$ cat src/rtl/alu_op_queue.sv
// alu_op_queue: operand/issue stage in front of a 4-bit AND/ADD ALU.
// Ops from the producer are buffered in a DEPTH-entry FIFO. The head entry
// drives the ALU inputs, and the ALU result is captured into an output
// register that is handed to the consumer over a valid/ready handshake.
// Optional feature macro: ALU_Q_STATS_EN adds an 8-bit delivered-result
// counter on port done_cnt.
module alu_op_queue #(
  parameter int WIDTH = 4,
  parameter int DEPTH = 4,
  parameter int PTR_W = 2
) (
  input  logic             clk,
  input  logic             rst_n,
  input  logic             in_valid,
  output logic             in_ready,
  input  logic [WIDTH-1:0] in_a,
  input  logic [WIDTH-1:0] in_b,
  input  logic             in_sel,
  input  logic             in_cin,
  output logic [WIDTH-1:0] alu_a,
  output logic [WIDTH-1:0] alu_b,
  output logic             alu_sel,
  output logic             alu_cin,
  input  logic [WIDTH-1:0] alu_result,
  output logic             out_valid,
  input  logic             out_ready,
  output logic [WIDTH-1:0] out_result,
`ifdef ALU_Q_STATS_EN
  output logic [PTR_W:0]   count,
  output logic [7:0]       done_cnt
`else
  output logic [PTR_W:0]   count
`endif
);

  localparam logic [PTR_W:0] DEPTH_C = (PTR_W+1)'(DEPTH);
  localparam logic [PTR_W:0] ZERO_C  = '0;

  typedef struct packed {
    logic [WIDTH-1:0] a;
    logic [WIDTH-1:0] b;
    logic             sel;
    logic             cin;
  } entry_t;

  // Pack the producer fields into one FIFO entry.
  function automatic entry_t pack_entry(input logic [WIDTH-1:0] a,
                                        input logic [WIDTH-1:0] b,
                                        input logic             sel,
                                        input logic             cin);
    entry_t e;
    e.a   = a;
    e.b   = b;
    e.sel = sel;
    e.cin = cin;
    return e;
  endfunction

  entry_t           mem_r [DEPTH];
  logic [PTR_W-1:0] wr_ptr_r;
  logic [PTR_W-1:0] rd_ptr_r;
  logic [PTR_W:0]   count_r;
  logic [PTR_W:0]   count_nxt_s;
  logic             out_valid_r;
  logic [WIDTH-1:0] out_result_r;
  logic             push_s;
  logic             issue_s;
  logic             deliver_s;
  logic             not_empty_s;
  entry_t           head_s;

  // Handshake qualifiers: a full FIFO blocks pushes even while popping.
  always_comb begin
    not_empty_s = (count_r != ZERO_C);
    in_ready    = (count_r != DEPTH_C);
    push_s      = in_valid && in_ready;
    issue_s     = not_empty_s && (!out_valid_r || out_ready);
    deliver_s   = out_valid_r && out_ready;
    head_s      = mem_r[rd_ptr_r];
  end

  // Next occupancy: simultaneous push and issue leave the count unchanged.
  always_comb begin
    count_nxt_s = count_r;
    case ({push_s, issue_s})
      2'b10:   count_nxt_s = count_r + (PTR_W+1)'(1);
      2'b01:   count_nxt_s = count_r - (PTR_W+1)'(1);
      default: count_nxt_s = count_r;
    endcase
  end

  // Drive the head entry onto the ALU, or all zeros while the FIFO is empty.
  always_comb begin
    alu_a   = {WIDTH{1'b0}};
    alu_b   = {WIDTH{1'b0}};
    alu_sel = 1'b0;
    alu_cin = 1'b0;
    if (not_empty_s) begin
      alu_a   = head_s.a;
      alu_b   = head_s.b;
      alu_sel = head_s.sel;
      alu_cin = head_s.cin;
    end else begin
      alu_a   = {WIDTH{1'b0}};
      alu_b   = {WIDTH{1'b0}};
      alu_sel = 1'b0;
      alu_cin = 1'b0;
    end
  end

  // FIFO storage write; entries are cleared on reset so nothing stale leaks out.
  always_ff @(posedge clk or negedge rst_n) begin
    if (!rst_n) begin
      for (int i = 0; i < DEPTH; i++) begin
        mem_r[i] <= '0;
      end
    end else if (push_s) begin
      mem_r[wr_ptr_r] <= pack_entry(in_a, in_b, in_sel, in_cin);
    end
  end

  // Pointers and occupancy; pointers wrap naturally since DEPTH is a power of two.
  always_ff @(posedge clk or negedge rst_n) begin
    if (!rst_n) begin
      wr_ptr_r <= {PTR_W{1'b0}};
      rd_ptr_r <= {PTR_W{1'b0}};
      count_r  <= ZERO_C;
    end else begin
      if (push_s) begin
        wr_ptr_r <= wr_ptr_r + PTR_W'(1);
      end
      if (issue_s) begin
        rd_ptr_r <= rd_ptr_r + PTR_W'(1);
      end
      count_r <= count_nxt_s;
    end
  end

  // Output register: capture the ALU result on issue, drop valid on bare delivery.
  always_ff @(posedge clk or negedge rst_n) begin
    if (!rst_n) begin
      out_valid_r  <= 1'b0;
      out_result_r <= {WIDTH{1'b0}};
    end else if (issue_s) begin
      out_valid_r  <= 1'b1;
      out_result_r <= alu_result;
    end else if (deliver_s) begin
      out_valid_r  <= 1'b0;
    end
  end

  assign out_valid  = out_valid_r;
  assign out_result = out_result_r;
  assign count      = count_r;

`ifdef ALU_Q_STATS_EN
  logic [7:0] done_cnt_r;

  // Count delivered results, wrapping 255 -> 0.
  always_ff @(posedge clk or negedge rst_n) begin
    if (!rst_n) begin
      done_cnt_r <= 8'd0;
    end else if (deliver_s) begin
      done_cnt_r <= done_cnt_r + 8'd1;
    end
  end

  assign done_cnt = done_cnt_r;
`endif

endmodule

$ cat config.mk
export PLATFORM = sky130hd
export DESIGN_NAME = alu_op_queue
export DESIGN_NICKNAME = d
export VERILOG_FILES = /design/src/rtl/alu_op_queue.sv
export SDC_FILE = /design/constraint.sdc
export NUM_CORES = 1
export LEC_CHECK = 0
export CELL_PAD_IN_SITES_DETAIL_PLACEMENT = 0
export CELL_PAD_IN_SITES_GLOBAL_PLACEMENT = 2
export CORE_UTILIZATION = 42
export CTS_CLUSTER_DIAMETER = 60
export DETAILED_ROUTE_END_ITERATION = 16
export PLACE_DENSITY_LB_ADDON = 0.1
export SETUP_SLACK_MARGIN = 0.15
export SLEW_MARGIN = 20
export SYNTH_ARGS = -nofsm -noshare
export SYNTH_HDL_FRONTEND = slang
export SYNTH_SLANG_ARGS = --single-unit
$ cat constraint.sdc
create_clock -name clk -period 6.3 [get_ports clk]
set_input_delay 0.63 -clock clk [delete_from_list [all_inputs] [get_ports clk]]
set_output_delay 0.63 -clock clk [all_outputs]
set_load 0.01 [all_outputs]
; Word-level counts from Yosys, hierarchy flattened
; Index checks and enable logic that the tools add are counted.
; Widths: inputs -> output; s select.
[totals]
mem_bits_ro = 0
out_inout_bits = 19
reg_bits = 52
memories = 0
input_bits = 18
elab_cells = 55
ram_bits = 0
latchBits = 0
[classes]
n_eq_ne = 3
n_lt_le_gt_ge = 3
n_div = 0
shift = 0
reduce_logical = 9
mul = 0
bitwise = 2
n_addsub = 4
mux = 13
[ops]
columns = op, n
row1 = $bwmux 40, 1
row2 = $mux 10, 3
row3 = $bmux 10 s2, 1
row4 = $demux 10 s2, 1
row5 = $mux 4, 2
row6 = $ge 3x3->1 const B, 2
row7 = $not 2->3, 2
row8 = $pmux 3 s2, 1
row9 = $add 2x1->2 const B, 2
row10 = $logic_and 1x1->1, 4
row11 = $mux 1, 4
row12 = $reduce_bool 2->1, 2
row13 = $add 3x1->3 const B, 1
row14 = $lt 3x1->1 const B, 1
row15 = $ne 3x3->1 const B, 1
row16 = $reduce_bool 3->1, 1
row17 = $sub 3x1->3 const B, 1
row18 = $eq 2x1->1 const B, 1
row19 = $eq 2x2->1 const B, 1
row20 = $logic_not 1->1, 1
row21 = $logic_or 1x1->1, 1

; Depth between registers and ports, before layout
[depth]
depth_word = 6
ltp_mapped = 9
ltp_nobuf = 8

; Least setup slack after synthesis
; Ideal clock, no wire load.
[synth_timing]
path_type = input to register
start = in out_ready
end = reg count_r[2] (netlist: count[2])
arrival_time_ns = 2.101
setup_time_ns = 0.079
n_path_buf = 1
path_stages = 9
t_required_ns = 6.221
path_slack_ns = 4.119
path_cell_list = nand2b_1 > nor2b_1 > clkbuf_1 > ha_1 > inv_1 > fa_1 > xor2_1 > nor2_1 > xor2_1
[synth_between]
elab_chain_cells = 4
word_cells_on_any_way = 6
cone_classes = 2 x eq/ne / 1 x mux / 3 x reduce/logical
[synth_lines]
columns = item, line_no
row1 = start: declaration, 26  ; input logic out_ready,
row2 = $logic_or 1x1->1 *, 77  ; issue_s = not_empty_s && (!out_valid_r || out_ready);
row3 = $logic_and 1x1->1 *, 77
row4 = via issue_s, 67  ; logic issue_s;
row5 = $eq 2x1->1 / $eq 2x2->1 (equally long branches), 85  ; case ({push_s, issue_s})
row6 = $pmux 3 s2 / $reduce_bool 2->1 (equally long branches), n/a
row7 = end signal: assignment, 135  ; count_r <= count_nxt_s;
row8 = end: declaration, 62  ; logic [PTR_W:0] count_r;
; The timed path passes the listed nets; every way through them passes the cells marked *.
; A chain may end at the register's enable or synchronous reset.

; Final worst setup path
[layout_timing]
start = reg rd_ptr_r[0]
end = out alu_a[0]
[layout_between]
elab_chain_cells = 5
[layout_lines]
columns = item, line_no
row1 = start: declaration, 61  ; logic [PTR_W-1:0] rd_ptr_r;
row2 = start signal: assignment, 126  ; rd_ptr_r <= {PTR_W{1'b0}};
row3 = start signal: assignment, 133  ; rd_ptr_r <= rd_ptr_r + PTR_W'(1);
row4 = $not 2->3 (implied by the code), 79  ; head_s = mem_r[rd_ptr_r];
row5 = $bmux 10 s2, 79
row6 = $mux 10 (implied by the code) (2 in a row), 79
row7 = $mux 4, 98  ; if (not_empty_s) begin
row8 = end: declaration, 20  ; output logic [WIDTH-1:0] alu_a,
; No other way between the ends. The select of a mux whose other input is x is not followed.

==> impl_metrics.toml <==
[synth]
synthMuxAreaShare = 0.347
syn_area_per_cell_um2 = 16.5
synth-simple-area-share = 0.0598
synth_cell_types = 21
netlist_area_um2 = 2570
synth_nets = 180
synth-xor-area-share = 0.0204
synth_cells = 156
yosysSeqAreaShare = 0.506
synth_compound_gate_area_share = 0
ys_ff_latch = 52
yosys_warnings = 0
synth_top_family_by_area = "multiplexers"
synthAdderAreaFrac = 0.0321

[global_route]
grt_max_degree = 32
grt_overflow = 0
grt_pass1_vias = 1449
grt_antenna_before_repair = 0
grt_pass1_wl_mm = 7.89
grtUsageTotal = 0.171

[run]
maxCapViolations = 0

[timing]
finalCriticalPeriod_ns = 2.99
rsz0062_at_grt = "false"
setup_ws_ns = 3.31
finalHoldViolCount = 0
tightest_slew_ns = 0.775
fmax_mhz = 334
tns_ns = 0
setup_violations = 0
clock_skew_ns = 0.00483
maxSlewHeadroom = 0.484
slew_violations = 0
post-route-period-util = 0.475

[pwr]
p_sw_w = 0.000528
peakVddDrop_uv = 236
leakage_nw = 1.36
intPower_w = 0.00120
seq_power_share = 0.374
finalPower_w = 0.00173
power.share.clock = 0.132
swShare = 0.306
combPwrFrac = 0.494
p_per_area_nw_per_um2 = 559

[place]
gp_congestion = 0.706
placed_cells = 260
port_buffers = 36
dp_slack_ns = 3.43
dp.final_hpwl_mm = 3.19

[clock_tree]
cts_root_buf = "clkbuf_8"
cts_tree = "yes"
post-cts-setup-buffers = 0
clkTransAtPathRegs_ns = 0.10
cts_buffer_depth = 2
postCtsHoldBufs = 0
cts.sinks = 52
numCtsBuffers = 5
clk_latency_ns = 0.30
htree_num_levels = 2
cts-resized-gates = 0

[setup_path]
crit_required_ns = 5.67
worst-path-max-fanout = 12
worstPathArrival_ns = 2.36
setup.worst_path.class = "reg -> out"
startpoint_type = "flop"
end_kind = "primary output"

[layout]
seq_area_um2 = 1300
finalNetCount = 216
multiInputGateArea_um2 = 1180
diodes = 0
final_util = 0.522
layout-drive-gt1-share = 0.358
fillers = 499
syn2layout_area_growth_pct = 20.2
stdcell_count = 268

[floorplanning]
chipWidth_um = 80.3
die_y_um = 80.3
io_pins = 37
dieArea_um2 = 6440
initial_core_util = 0.435
coreArea_um2 = 5920
fp-row-count = 28

[drt]
vias = 1370
final_antenna_net_count = 0
postRouteWirelength_mm = 4.94
firstDrtPassIters = 4
wl_per_cell_um = 18.4
via_per_inst = 5.11
drt_iter0_drc = 62
drc = 0

[min_path]
hold_class = "in -> async"

[status]
status = "complete, no violations"
[through the flow]
step / cell area [um2] / hold slack, ns
after global routing: 3090 / 0.422
final: 3090 / 0.384
after floorplan: 2570 / 0.334
after detailed placement: 2990 / 0.492
after global placement: 2960 / 0.490
after CTS: 3090 / 0.407
[layout by cell type (no fill, tap or decap), drive strengths merged]
cell type      count
mux2              45
clkinv             1
mux2i              1
and3b              1
fa                 1
xnor2              2
nor3               1
and3               4
nand2              2
dfrtp             52
inv                5
xor2               4
nor2               1
ha                 5
nor2b             11
buf                3
or3b               1
nand2b             1
clkdlybuf4s50     35
bufinv             1
mux4              10
clkbuf             6
[power groups by stage]
stage               Combinational, W  Sequential (W)  Clock, W
CTS                         0.000868        0.000647  0.000235
global placement            0.000845        0.000638         0
floorplan                   0.000624        0.000591         0
global route                0.000918        0.000670  0.000247
detailed placement          0.000863        0.000650         0
finish                      0.000855        0.000646  0.000228
[per-layer routing]
layer / share of wire / GRT usage
met5: 0 / 0
met3: 0.036 / 0.0364
met4: 0.0097 / 0.0518
met1: 0.46 / 0.234
met2: 0.49 / 0.274
[sequential cells by signal, summed over array words and instances, names as in the netlist]
signal      flops
wr_ptr_r        2
out_result      4
mem_r          40
count           3
rd_ptr_r        2
out_valid       1
[path summary, 6_finish.rpt]
path	from	to	slack (ns)	depth (start not counted)
worst max register to register	count[1]	count[2]	4.09	8
max in group asynchronous	rst_n	mem_r[13]	5.35	2
worst min register to register	mem_r[16]	mem_r[16]	0.51	1
min in group clk	mem_r[16]	mem_r[16]	0.51	1
worst max-delay path	rd_ptr_r[0]	alu_a[0]	3.31	3
worst min-delay path	rst_n	mem_r[30]	0.38	1
[cells in the mapped netlist]
master	count	share of area
buf_2	1	0.0019
nor2_1	1	0.0015
fa_1	1	0.0078
nor3_1	1	0.0019
and3_4	4	0.017
ha_1	5	0.024
mux2_4	40	0.23
dfrtp_1	52	0.51
mux4_2	10	0.088
buf_6	5	0.022
inv_1	5	0.0073
xnor2_1	2	0.0068
and3b_1	1	0.0034
or3b_1	1	0.0034
mux2_2	5	0.022
clkbuf_1	3	0.0044
nand2b_1	1	0.0024
nand2_1	2	0.0029
xor2_1	4	0.014
mux2i_1	1	0.0039
nor2b_1	11	0.027
[cell type report]
type	instances	area share
flip-flops and latches	52	0.421
multi-input cells	90	0.382
repair buffers	38	0.126
well taps	75	0.0303
clock buffers	6	0.0235
clock inverters	2	0.0113
inverters	5	0.00607
[kinds of logic (layout without fill, tap and decap cells)]
family / count (synthesis) / in the layout
mux: 56 / 56
flops: 52 / 52
simple gates: 22 / 22
buf+inv: 14 / 51
fa+ha+maj: 6 / 6
xor+xnor: 6 / 6
[worst max-delay path, stage by stage (launching register included)]
cell	delay [ns]
dfrtp_1	0.86
mux4_2	0.58
nor2b_1	0.15
clkdlybuf4s50_1	0.47
(Power assumes the default switching activity.)
==> edit 1: new RTL, same settings <==
Build with the macro `ALU_Q_STATS_EN` defined.
--- a/src/rtl/alu_op_queue.sv
+++ b/src/rtl/alu_op_queue.sv
@@ -5,4 +5,6 @@
 // Optional feature macro: ALU_Q_STATS_EN adds an 8-bit delivered-result
 // counter on port done_cnt.
+`define ALU_Q_STATS_EN
+
 module alu_op_queue #(
   parameter int WIDTH = 4,
Behaviour (old outputs only; new: done_cnt): unchanged (Yosys induction, for registers that start in step).
==> edit 1 against the unedited design <==
Design area up 17%. Worst setup slack got worse by 0.049 ns. Sequential cell count grew 8. Power increased by 21%. First-iteration DRC count decreased by 34%. Wire length up 16%. Sequential power is 15% higher. Global-route usage rose by 0.52 points. Clock power is 68% higher. Synthesized area increased by 13%. Largest cell class unchanged.
==> edit 1: results (changes against the unedited design) <==
[yosys]
yosysUniqueCellTypes = 25  ; +19%
ys_seq_area_frac = 0.515  ; +0.00921
yosys_warnings = 0  ; unchanged
syn-num-nets = 209  ; +16%
synthTopCellsByArea = dfrtp_1, mux2_4, mux4_2
syn_inst = 184  ; +18%
netlist_top_cells_count = dfrtp_1, mux2_4, nor2b_1

[clock_network]
clk_pin_slew_ns = 0.07  ; -0.03 ns
htree_levels = 3  ; +1
clock_path_buffers = 2  ; unchanged
cts-buffers-inserted = 9  ; +4
cts_setup_buffers = 0  ; unchanged
clkLatencyLatePin_ns = 0.34  ; +0.04 ns

[drt]
dr.pass1.iters = 4  ; unchanged
via_per_inst = 5.13  ; +0.28%
wl_met2_um = 2910  ; +20%
dr.max_layer_used = met4
wl_met3_um = 220  ; +23%
dr_total_vias = 1625  ; +19%
drt_iter0_markers = 41  ; -34%
wl_per_cell_um = 18.0  ; -2.2%
met1_length_um = 2520  ; +10%

[worst_setup_path]
cp.arrival_ns = 2.41  ; +0.05 ns
reg2reg_depth = 9  ; +1
cp_slowest_stage_delay_ns = 0.85
reg2reg_from = count[0]
regToRegSetupSlack_ns = 3.90  ; -0.19 ns

[status]
outcome = finished clean

[power_and_ir_drop]
comb_cell_power_mw = 0.956  ; +12%
leakagePower_nw = 1.58  ; +16%
vdd_drop_max_v = 0.000246  ; +4.3%
swShare = 0.305  ; -0.000325
pwr-share-clk = 0.184  ; +0.052
switchingPower_mw = 0.637  ; +21%

[placement]
placed_cells = 301  ; +16%
gp_congestion = 0.679  ; -3.8%
place_hpwl_um = 3720  ; +17%
pre_cts_ws_ns = 3.25  ; -0.177 ns
port_buffers = 44  ; +22%
dpl-instance-area_um2 = 3390  ; +14%

[cells_and_area]
diodes = 0  ; unchanged
regMostFlops = mem_r
largest_reg_flops = 40  ; unchanged
layout-drive-gt1-share = 0.338  ; -0.0200
nets = 257  ; +19%

[global_routing]
grt_max_degree = 61  ; +91%
track_usage = 0.176  ; +0.00520
use_met3 = 0.0632  ; +0.0269
met2_usage = 0.291  ; +0.0176
grt_pass1_vias = 1731  ; +19%
met1_usage = 0.220  ; -0.0139
grt_pass1_wl_um = 9300  ; +18%

[timing]
holdWs_ns = 0.434  ; +0.0497 ns
tightestPinTransition_ns = 0.784  ; +0.00949 ns
finClkSkew_ns = 0.00901  ; +0.00418 ns
fin_crit_sh = 0.483  ; +0.00780

[worst_hold_path]
hold_class = in2async

==> edit 1: kinds of logic after synthesis <==
| group | synth area share |
|---|---|
| xor+xnor | 0.0390 |
| fa+ha+maj | 0.0326 |
| buf+inv | 0.0326 |
| flops | 0.515 |
| mux | 0.310 |
| simple gates | 0.0712 |
==> edit 1: how the worst max path moves through the flow <==
stage                startpoint  endpoint
floorplan             out_ready  count[2]
global placement      out_ready  count[2]
detailed placement    out_ready  count[2]
CTS                 rd_ptr_r[0]  alu_b[3]
global route        rd_ptr_r[0]  alu_b[3]
finish              rd_ptr_r[0]  alu_b[3]
==> edit 1: final cells by class <==
class	instances	area, um^2
fill	547	3140
timing repair buffer	46	450
clock buffer	10	138
sequential	60	1500
tap	80	100
clock inverter	6	87.6
inverter	6	22.5
multi-input combinational	109	1320
==> edit 1: worst max-delay path, delay by kind of cell, from the launching register on <==
kind | cells | cell delay, ns
multiplexers | 1 | 0.60
buffers and inverters | 1 | 0.48
AND/OR/NAND/NOR | 1 | 0.16
flip-flops | 1 | 0.85
==> edit 2: new RTL, same settings <==
Made on the original files. Put one more register stage on the output `count`, with the module's reset. The value now appears one clock later. The other outputs are not delayed to match.
--- a/src/rtl/alu_op_queue.sv
+++ b/src/rtl/alu_op_queue.sv
@@ -152,5 +152,11 @@
   assign out_valid  = out_valid_r;
   assign out_result = out_result_r;
-  assign count      = count_r;
+  always_ff @(posedge clk or negedge rst_n) begin
+    if (!rst_n) begin
+      count <= '0;
+    end else begin
+      count <= count_r;
+    end
+  end
 
 `ifdef ALU_Q_STATS_EN
Formal check against the unedited RTL: not equivalent (a bounded check fails within 4 cycles, from zero or initial values and one cycle with rst_n low).
==> edit 2 against the unedited design <==
Sequential share of layout area is 2.0 points higher. Sequential cell count is 3 higher. Design area is 1.1% higher. Power hardly changed. Synthesized area is 2.9% higher. Clock skew is 0.0030 ns higher. Wire length is 1.5% higher. Worst setup slack worse by 0.0075 ns. Via count is 1.1% higher. Critical endpoint is now alu_cin.
==> edit 2: results (changes against the unedited design) <==
[status]
outcome = finished clean

[yosys]
netlist_top_cells_count = dfrtp_1, mux2_4, nor2b_1
synthTopCellsByArea = dfrtp_1, mux2_4, mux4_2
yosys_warnings = 0  ; unchanged
yosysUniqueCellTypes = 21  ; unchanged
syn_inst = 159  ; +1.9%
ys_async_sr_fraction = 1.00  ; unchanged
syn-num-nets = 183  ; +1.7%
ys_seq_area_frac = 0.520  ; +0.0140

[cells_and_area]
diodes = 0  ; unchanged
largest_reg_flops = 40  ; unchanged
fillers = 494  ; -1.0%
layout-drive-gt1-share = 0.352  ; -0.00547
nets = 219  ; +1.4%
regMostFlops = mem_r

[timing]
finClkSkew_ns = 0.00781  ; +0.00299 ns
tightestPinTransition_ns = 0.741  ; -0.0342 ns

[power_and_ir_drop]
vdd_drop_max_v = 0.000235  ; -0.36%
leakagePower_nw = 1.37  ; +0.96%
p_int_mw = 1.19  ; -0.89%

[drt]
drt-total-wl_um = 5020  ; +1.5%
wl_per_cell_um = 18.5  ; +0.41%
dr.pass1.iters = 4  ; unchanged
via_per_inst = 5.11  ; about the same
drt_iter0_markers = 74  ; +19%

[global_routing]
track_usage = 0.172  ; +0.00112
grt_pass1_wl_um = 8230  ; +4.4%
grt_pass1_vias = 1526  ; +5.3%
antenna_found_initial = 0  ; unchanged
grt_max_degree = 56  ; +75%

[worst_setup_path]
crit_fanout = 12  ; unchanged

[placement]
placed_cells = 263  ; +1.2%
place_hpwl_um = 3250  ; +1.9%
gp_congestion = 0.747  ; +5.8%
port_buffers = 36  ; unchanged

[clock_network]
clkLatencyLatePin_ns = 0.31
root_buffer = clkbuf_8
htree_levels = 2  ; unchanged
clock_path_buffers = 2  ; unchanged
cts_resized = 0  ; unchanged
clk_pin_slew_ns = 0.09
cts-buffers-inserted = 5  ; unchanged

[worst_hold_path]
hold_class = in2async

-- edit 2: final timing paths --
check	end	cells after the start	from	slack [ns]
setup / recovery	alu_cin	3	rd_ptr_r[0]	3.30
hold / removal	mem_r[31]	2	rst_n	0.43
setup reg to reg	count_r[2]	9	count_r[0]	3.95
hold reg to reg	count[1]	0	count_r[1]	0.45
max in group asynchronous	mem_r[5]	2	rst_n	5.38
min in group clk	count[1]	0	count_r[1]	0.45
-- edit 2: through the flow --
step / setup slack [ns] / instance area, um^2 / total power [mW]
floorplan: 4.12 / 2650 / 1.25
global placement: 3.52 / 3040 / 1.52
detailed placement: 3.34 / 3040 / 1.55
CTS: 3.24 / 3130 / 1.75
global route: 3.14 / 3130 / 1.84
finish: 3.30 / 3130 / 1.73
-- edit 2: cell type report --
| cell class | instances | area [um^2] | area share |
|---|---|---|---|
| Tap cell | 75 | 93.8 | 0.0300 |
| Clock buffer | 6 | 72.6 | 0.0232 |
| Timing Repair Buffer | 38 | 370 | 0.118 |
| Multi-Input combinational cell | 90 | 1180 | 0.378 |
| Clock inverter | 2 | 12.5 | 0.00400 |
| Sequential cell | 55 | 1380 | 0.440 |
| Inverter | 5 | 18.8 | 0.00600 |
-- edit 2: power groups by stage --
stage	logic [mW]	registers [mW]	clock network (mW)
finish	0.862	0.673	0.192
global route	0.928	0.702	0.213
CTS	0.876	0.677	0.199
detailed placement	0.873	0.679	0
global placement	0.850	0.669	0
floorplan	0.624	0.622	0
-- edit 2: cell families (layout without fill, tap and decap cells) --
kind of cell,count (synthesis),in the layout,synth area share
simple gates,22,22,0.0581
flops,55,55,0.520
mux,56,56,0.337
fa+ha+maj,6,6,0.0312
buf+inv,14,51,0.0345
xor+xnor,6,6,0.0198
-- edit 2: critical path, cell delays in order, from the launching register on --
cell,delay (ns)
dfrtp_1,0.83
mux4_2,0.60
nor2b_1,0.15
clkdlybuf4s50_1,0.47
-- edit 2: routing by layer --
layer / wire, um / GRT usage / vias to the layer above / part of all wire
met5: 0 / 0 / - / 0
met4: 44 / 0.0429 / 0 / 0.0088
met3: 238 / 0.0422 / 5 / 0.047
met2: 2450 / 0.286 / 36 / 0.49
met1: 2280 / 0.226 / 718 / 0.45
li1: - / - / 626 / -
